### src/rtl/game_clock_if.sv
// Signal bundle between the level sequencer and game_clock.
// Defining GAME_CLOCK_PAUSE_EN adds the pause input to both modports.
interface game_clock_if;
  logic        btn_raw;
  logic        playerDied;
  logic        run;
`ifdef GAME_CLOCK_PAUSE_EN
  logic        pause;
`endif
  logic        slowClk;
  logic [10:0] game_time;
  logic        time_sat;
  logic        userSel;

`ifdef GAME_CLOCK_PAUSE_EN
  modport master (
    output btn_raw, playerDied, run, pause,
    input  slowClk, game_time, time_sat, userSel
  );
  modport slave (
    input  btn_raw, playerDied, run, pause,
    output slowClk, game_time, time_sat, userSel
  );
`else
  modport master (
    output btn_raw, playerDied, run,
    input  slowClk, game_time, time_sat, userSel
  );
  modport slave (
    input  btn_raw, playerDied, run,
    output slowClk, game_time, time_sat, userSel
  );
`endif
endinterface

### src/rtl/game_clock.sv
// Frame tick divider, saturating 11-bit level timer and select-button debouncer.
// Optional feature macro: GAME_CLOCK_PAUSE_EN (adds pause, which freezes the timer).
module game_clock #(
  parameter int unsigned TICK_DIV  = 833333,
  parameter int unsigned DB_CYCLES = 500000
) (
  input logic         clk,
  input logic         reset,
  game_clock_if.slave gc
);

  localparam logic [23:0] DIV_LAST = 24'(TICK_DIV - 1);
  localparam logic [19:0] DB_LAST  = 20'(DB_CYCLES - 1);
  localparam logic [10:0] TIME_MAX = 11'h7FF;

  function automatic logic [10:0] sat_inc(input logic [10:0] v);
    return (v == TIME_MAX) ? v : v + 11'd1;
  endfunction

  logic [23:0] div_q, div_d;
  logic        wrap;
  logic        slow_q;
  logic [10:0] time_q, time_d;
  logic        sat_q;
  logic        hold;
  logic        s1_q, s2_q;
  logic        db_q, db_d, db_prev_q;
  logic [19:0] dbcnt_q, dbcnt_d;
  logic        sel_q;

`ifdef GAME_CLOCK_PAUSE_EN
  assign hold = gc.pause;
`else
  assign hold = 1'b0;
`endif

  always_comb begin
    wrap  = (div_q == DIV_LAST);
    div_d = wrap ? 24'd0 : div_q + 24'd1;
  end

  // Clears beat the hold, and the hold beats the tick increment.
  always_comb begin
    time_d = time_q;
    if (gc.playerDied || !gc.run) begin
      time_d = 11'd0;
    end else if (wrap && !hold) begin
      time_d = sat_inc(time_q);
    end
  end

  // dbcnt_q counts earlier consecutive disagreeing samples; this one completes the run.
  always_comb begin
    db_d    = db_q;
    dbcnt_d = 20'd0;
    if (s2_q != db_q) begin
      if (dbcnt_q == DB_LAST) begin
        db_d = s2_q;
      end else begin
        dbcnt_d = dbcnt_q + 20'd1;
      end
    end
  end

  always_ff @(posedge clk) begin
    if (reset) begin
      div_q     <= 24'd0;
      slow_q    <= 1'b0;
      time_q    <= 11'd0;
      sat_q     <= 1'b0;
      s1_q      <= 1'b0;
      s2_q      <= 1'b0;
      db_q      <= 1'b0;
      db_prev_q <= 1'b0;
      dbcnt_q   <= 20'd0;
      sel_q     <= 1'b0;
    end else begin
      div_q     <= div_d;
      slow_q    <= wrap;
      time_q    <= time_d;
      sat_q     <= (time_d == TIME_MAX);
      s1_q      <= gc.btn_raw;
      s2_q      <= s1_q;
      db_q      <= db_d;
      db_prev_q <= db_q;
      dbcnt_q   <= dbcnt_d;
      sel_q     <= db_q & ~db_prev_q;
    end
  end

  assign gc.slowClk   = slow_q;
  assign gc.game_time = time_q;
  assign gc.time_sat  = sat_q;
  assign gc.userSel   = sel_q;

endmodule
### src/flat_wrapper.sv
// flat-port wrapper written by rule: the top's interface ports become plain ports
module game_clock_flat 
#(
  parameter int unsigned TICK_DIV  = 833333,
  parameter int unsigned DB_CYCLES = 500000
)
  (clk, reset, gc_btn_raw, gc_playerDied, gc_run, gc_slowClk, gc_game_time, gc_time_sat, gc_userSel);
  game_clock_if gc_i ();
  input logic clk;
  input logic reset;
  input wire logic [$bits(gc_i.btn_raw)-1:0] gc_btn_raw;
  input wire logic [$bits(gc_i.playerDied)-1:0] gc_playerDied;
  input wire logic [$bits(gc_i.run)-1:0] gc_run;
  output wire logic [$bits(gc_i.slowClk)-1:0] gc_slowClk;
  output wire logic [$bits(gc_i.game_time)-1:0] gc_game_time;
  output wire logic [$bits(gc_i.time_sat)-1:0] gc_time_sat;
  output wire logic [$bits(gc_i.userSel)-1:0] gc_userSel;
  assign gc_i.btn_raw = gc_btn_raw;
  assign gc_i.playerDied = gc_playerDied;
  assign gc_i.run = gc_run;
  assign gc_slowClk = gc_i.slowClk;
  assign gc_game_time = gc_i.game_time;
  assign gc_time_sat = gc_i.time_sat;
  assign gc_userSel = gc_i.userSel;
  game_clock #(.TICK_DIV(TICK_DIV), .DB_CYCLES(DB_CYCLES)) u_core (.clk(clk), .reset(reset), .gc(gc_i));
endmodule
### config.mk
export PLATFORM = sky130hd
export DESIGN_NAME = game_clock_flat
export DESIGN_NICKNAME = d
export VERILOG_FILES = /design/src/rtl/game_clock_if.sv /design/src/rtl/game_clock.sv /design/src/flat_wrapper.sv
export SDC_FILE = /design/constraint.sdc
export NUM_CORES = 1
export LEC_CHECK = 0
export ABC_CLOCK_PERIOD_IN_PS = 2880
export BUFFER_PORTS_ARGS = -buffer_cell sky130_fd_sc_hd__buf_2
export CORE_MARGIN = 5
export CORE_UTILIZATION = 55
export CTS_BUF_LIST = sky130_fd_sc_hd__clkbuf_2
export DETAILED_ROUTE_END_ITERATION = 10
export GPL_ROUTABILITY_DRIVEN = 0
export PLACE_DENSITY = 0.85
export SKIP_CTS_REPAIR_TIMING = 1
export SYNTH_ARGS = -nofsm -noshare
export SYNTH_HDL_FRONTEND = slang
export SYNTH_SLANG_ARGS = --single-unit
### constraint.sdc
create_clock -name clk -period 2.88 [get_ports clk]
set_input_delay 0.288 -clock clk [delete_from_list [all_inputs] [get_ports clk]]
set_output_delay 0.288 -clock clk [all_outputs]
set_load 0.02 [all_outputs]
-- Yosys cells after proc, flatten, opt, wreduce, memory -nomap -nowiden
Cells that the tools add are included.
- word-level logic and storage cells: 29
- input port bits: 5
- output and inout bits: 14
- flip-flop bits (word level): 62
- add/subtract/negate cells: 3
- reductions and logical operators: 5
- bitwise gates (word level): 3
- multiplexer cells: 3
- equality and inequality tests: 5
- operator list (kind ; number):
    11-bit 2-to-1 mux ; 3
    24-bit by 1-bit adder with 24-bit output, second input constant ; 1
    24-bit by 20-bit equality test with 1-bit output, second input constant ; 1
    11-bit equality test, second input constant ; 2
    20-bit by 1-bit adder with 20-bit output, second input constant ; 1
    20-bit by 19-bit equality test with 1-bit output, second input constant ; 1
    11-bit by 1-bit adder with 11-bit output, second input constant ; 1
    3-bit OR reduction ; 1
    1-bit inverter ; 2
    2-bit AND reduction ; 1
    2-bit OR reduction ; 1
    1-bit AND ; 1
    1-bit logical NOT ; 1
    1-bit logical OR ; 1
    1-bit != test ; 1

-- Depth between registers and ports, before layout
- word-level depth: 5
- depth in mapped cells: 9

-- Least setup slack after synthesis
OpenSTA, ideal clock, no wires.
- path kind: flip-flop to flip-flop
- from: register u_core.div_q[0]
- to: register u_core.sat_q, in the netlist u_core.gc.time_sat
- slack: 0.580 ns
- clock period less this slack: 2.300 ns
- buffers on the path: 0
- stages on the path, launching flop included: 9
- arrival time: 2.213 ns
- setup time: 0.087 ns
- data required time: 2.793 ns
- path through: dfxtp_1 inv_1 ha_1 or3b_1 or3_4 nor4_2 o21ai_1 a31o_2 nor4b_2
- word-level cells in the longest chain between the ends: 4
- ends and longest elaborated chain (element ; RTL line ; RTL):
    start, declared ; game_clock.sv:20 ; logic [23:0] div_q, div_d;
    start signal, assigned ; game_clock.sv:78 ; div_q <= div_d;
    24-bit by 20-bit equality test with 1-bit output ; game_clock.sv:38 ; wrap = (div_q == DIV_LAST);
    11-bit 2-to-1 mux ; game_clock.sv:47 ; end else if (wrap && !hold) begin
    11-bit 2-to-1 mux ; game_clock.sv:45 ; if (gc.playerDied || !gc.run) begin
    11-bit equality test ; game_clock.sv:81 ; sat_q <= (time_d == TIME_MAX);
    end signal, assigned ; game_clock.sv:81 ;
    end, declared ; game_clock.sv:24 ; logic sat_q;
No other way between the ends.
A chain may end at the register's enable or synchronous reset.

-- Worst setup path in the final report
Ends and elaborated chain as after synthesis.

==> run summary <==
The run finished with clean final reports. The instance count of the mapped netlist is 324. The switching fraction of total power is between 20% and 30%. In this run the remaining antenna-violating nets after routing total 0.

In the post-synthesis netlist, the cell with the most instances is nor2_1. The total power per unit cell area came out at roughly 440 nW/um^2. The endpoint identified for the worst register-to-register timing path is u_core.gc.time_sat. The latest clock arrival within the worst-skew pair is 0.47 ns.

The horizontal extent of the die came out at 81.42 um. The peak supply drop came out at 0.3165 mV. The worst relative slew slack came out at roughly 58%. The via count of the first global-routing pass came out at 2154. The switching power of the nets came out at 292.7 uW. The final routed wirelength across all metal layers is 5.262 mm. The TritonCTS buffer count came out at 9. The clock transition at the registers of the reported paths came out at 0.15 ns. The overall overflow remaining after global route came out at 0. The total number of H-tree levels came out at 3. The hold violation total from the final report is 0. Detailed routing inserted a total of between 2000 and 2500 vias. The number of nets in the final layout came out at 359. Summed over all instances, the cell type with the most area after synthesis is dfxtp_1. The power share of the clock group came out at 33.4%. The source of the critical timing path is u_core.div_q[0].

In this run the deepest clock path goes through 2 buffers. For the pin with the worst max-slew slack, the measured transition is 0.6322 ns. The HPWL after detailed placement is about 3.7 mm. The final number of max-transition violations came out at 0. The sequential power share came out at 64.5%. The tightest min-delay check is of the input pin to register type. The leading register cell type out of synthesis is dfxtp_1. The net count of the mapped netlist came out at 333. The internal power component came out at 1.054 mW. The cell at the root of the clock tree is clkbuf_2. The data arrival at the endpoint of the critical path came out at ~2.7 ns. By startpoint and endpoint, the worst setup path is classified as register to register. The number of buffers added on ports is 18. The worst-path maximum fanout came out at 7. The first-pass iteration count of the detailed router is 4.

In this run, synthesis produced a sequential element count of 62. The final standard cell utilization of the core came out at 60.99%. The sum of negative setup slack came out at 0 ns.

The final setup violation count came out at 0. Max-cap violations in this run came to 0. The worst setup path is launched from a register. The residual DRC count is 0. In this run, distinct cell masters in the synthesized netlist total 41. Once the floorplan was initialized, standard cells occupied roughly 56% of the core.

The design area is 3075 um^2. The number of DRC violations after detailed-routing iteration 0 came out at 74. The combinational share of power is 2.1%. The die height came out at a little over 80 um. The worst reg2reg path startpoint is u_core.div_q[0]. Sorting the synthesized cells by area gives the leading types as dfxtp_1 (44%), nor2_1 (9.8%), xor2_1 (8.1%). The wire length of the first global-routing pass is 8.894 mm. The via density per instance is roughly 5.3. In the final routed layout, each cell accounts on average for around 12 um. The sequential fraction of the synthesis area came out at approximately 44%. The cell area after synthesis is between 2000 and 3000 um^2. On the final layout, the worst hold slack is 0.06061 ns. The area growth from synthesis to layout came out at 9.634%.

Clock tree synthesis found a total of 62 sinks. The highest clock frequency the design can meet is 436.8 MHz. TritonCTS built the clock tree. Setup repair after global routing left no endpoint under its margin. The share of flip-flops with an asynchronous set or reset after synthesis came out at 0%. The number of flops mapped to enable cells by yosys is 0.

Dividing the final minimum period by the clock period gives 79.50%. The number of warnings reported in the yosys synthesis log is 0. The pin count of the biggest net entering global routing came out at 25.

STA classifies the critical path endpoint as a register. The share of the synthesized area in the top cell type is 44.25%. After synthesis, the most frequently instantiated cells are nor2_1 (73), dfxtp_1 (62), nand2_1 (33), xor2_1 (26), xnor2_1 (20). The post-place instance area is 2979 um^2. The end point of the critical path is u_core.gc.time_sat.

The leakage power of the design is 1.078 nW. The floorplan core area is 5042 um^2. The share of layout cells above drive strength 1 came out at 12.50%. During I/O placement, the number of pins put on the boundary was 19.

The all-layer global routing usage came out at 17.41%. Counting cells, the worst reg-to-reg path comes to 9. The average footprint of a synthesized cell came out at 8.658 um^2. The number of fill cells in the layout is 435.

The clock period could shrink to 2.289 ns. The number of cell rows came out at 26. The worst path required time is 3.28 ns. The maximum clock skew at final layout came out at approximately 0.017 ns. The register-to-register path setup slack came out at 0.59 ns. The number of antenna repair diodes is 0. The die covers 6628 um^2. The initial antenna violation count came out at 0.
critical path, cell delays in order (launching register included):
cell	delay, ns
dfxtp_1	0.37
inv_1	0.06
ha_1	0.12
or3b_1	0.36
or3_4	0.42
nor4_2	0.24
buf_4	0.18
o21ai_1	0.06
a31o_2	0.23
nor4b_2	0.19
cell type report:
type / instances / area (um^2) / area share (%)
clock buffer: 9 / 45.04 / 1.465
inverter: 8 / 30.03 / 0.9764
clock inverter: 4 / 41.29 / 1.343
timing repair buffer: 22 / 122.6 / 3.987
sequential: 62 / 1241 / 40.36
multi-input combinational: 247 / 1508 / 49.02
tap: 70 / 87.58 / 2.848
metrics by stage:
stage | instances | setup slack [ns] | power (mW)
after detailed placement | 408 | 0.6128 | 0.9141
after global placement | 408 | 0.6492 | 0.9127
after floorplan | 324 | 0.5799 | 0.9055
after CTS | 421 | 0.5759 | 1.360
final | 422 | 0.5905 | 1.346
after global routing | 422 | 0.4303 | 1.409
worst min-delay path by stage:
| stage | end | slack [ns] | from | cells past startpoint |
|---|---|---|---|---|
| after floorplan | u_core.s1_q | 0.36 | reset | 1 |
| final | u_core.db_prev_q | 0.06 | reset | 2 |
| after CTS | u_core.s1_q | -0.02 | gc_btn_raw | 2 |
| after detailed placement | u_core.gc.userSel | 0.39 | u_core.db_prev_q | 1 |
| after global routing | u_core.s2_q | 0.03 | reset | 2 |
| after global placement | u_core.gc.userSel | 0.37 | u_core.db_prev_q | 1 |
cell families after synthesis:
group,share of synthesized area (%)
simple gates,32.43
compound gates,4.461
xor+xnor,14.36
buf+inv,2.007
flops,44.25
mux,0.7137
fa+ha+maj,1.784
state kept, by name, summed over array words and instances (netlist names):
| register | count |
|---|---|
| u_core.db_prev_q | 1 |
| u_core.db_q | 1 |
| u_core.dbcnt_q | 20 |
| u_core.div_q | 24 |
| u_core.gc.game_time | 11 |
| u_core.gc.slowClk | 1 |
| u_core.gc.time_sat | 1 |
| u_core.gc.userSel | 1 |
| u_core.s1_q | 1 |
| u_core.s2_q | 1 |
routing by layer:
layer	vias up	part of all wire [%]	global-route usage [%]
met5	-	0	0
li1	1146	-	-
met4	0	2.0	7.770
met3	15	4.0	6.579
met2	40	50	30.46
met1	1049	44	18.53
cell usage in the layout (no fill, tap or decap), types with 2 or more instances in the layout:
master | netlist | routed
clkbuf_2 | 0 | 9
and3_1 | 4 | 4
buf_2 | 0 | 18
clkinv_1 | 0 | 3
nand2_1 | 33 | 33
inv_1 | 8 | 8
nand3_1 | 13 | 13
or2_2 | 2 | 2
a21oi_1 | 6 | 6
nor4_1 | 4 | 4
or4_1 | 4 | 4
ha_1 | 4 | 4
xnor2_1 | 20 | 20
nor4b_2 | 2 | 2
xor2_1 | 26 | 26
buf_4 | 0 | 3
o21ai_0 | 3 | 3
a31oi_1 | 3 | 3
mux2i_1 | 2 | 2
nor2b_1 | 4 | 4
nand4_1 | 14 | 14
and2_1 | 2 | 2
dfxtp_1 | 62 | 62
nor3_1 | 8 | 8
or3_1 | 2 | 2
nor2_1 | 73 | 73
power by group through the flow:
| stage | clock network [mW] | logic (mW) | registers (mW) |
|---|---|---|---|
| after global routing | 0.506 | 0.0327 | 0.870 |
| after floorplan | 0 | 0.0201 | 0.885 |
| after global placement | 0 | 0.0268 | 0.886 |
| after detailed placement | 0 | 0.0274 | 0.887 |
| final | 0.450 | 0.0287 | 0.868 |
| after CTS | 0.464 | 0.0276 | 0.868 |
Note: power is estimated with default switching activity, not from simulation.
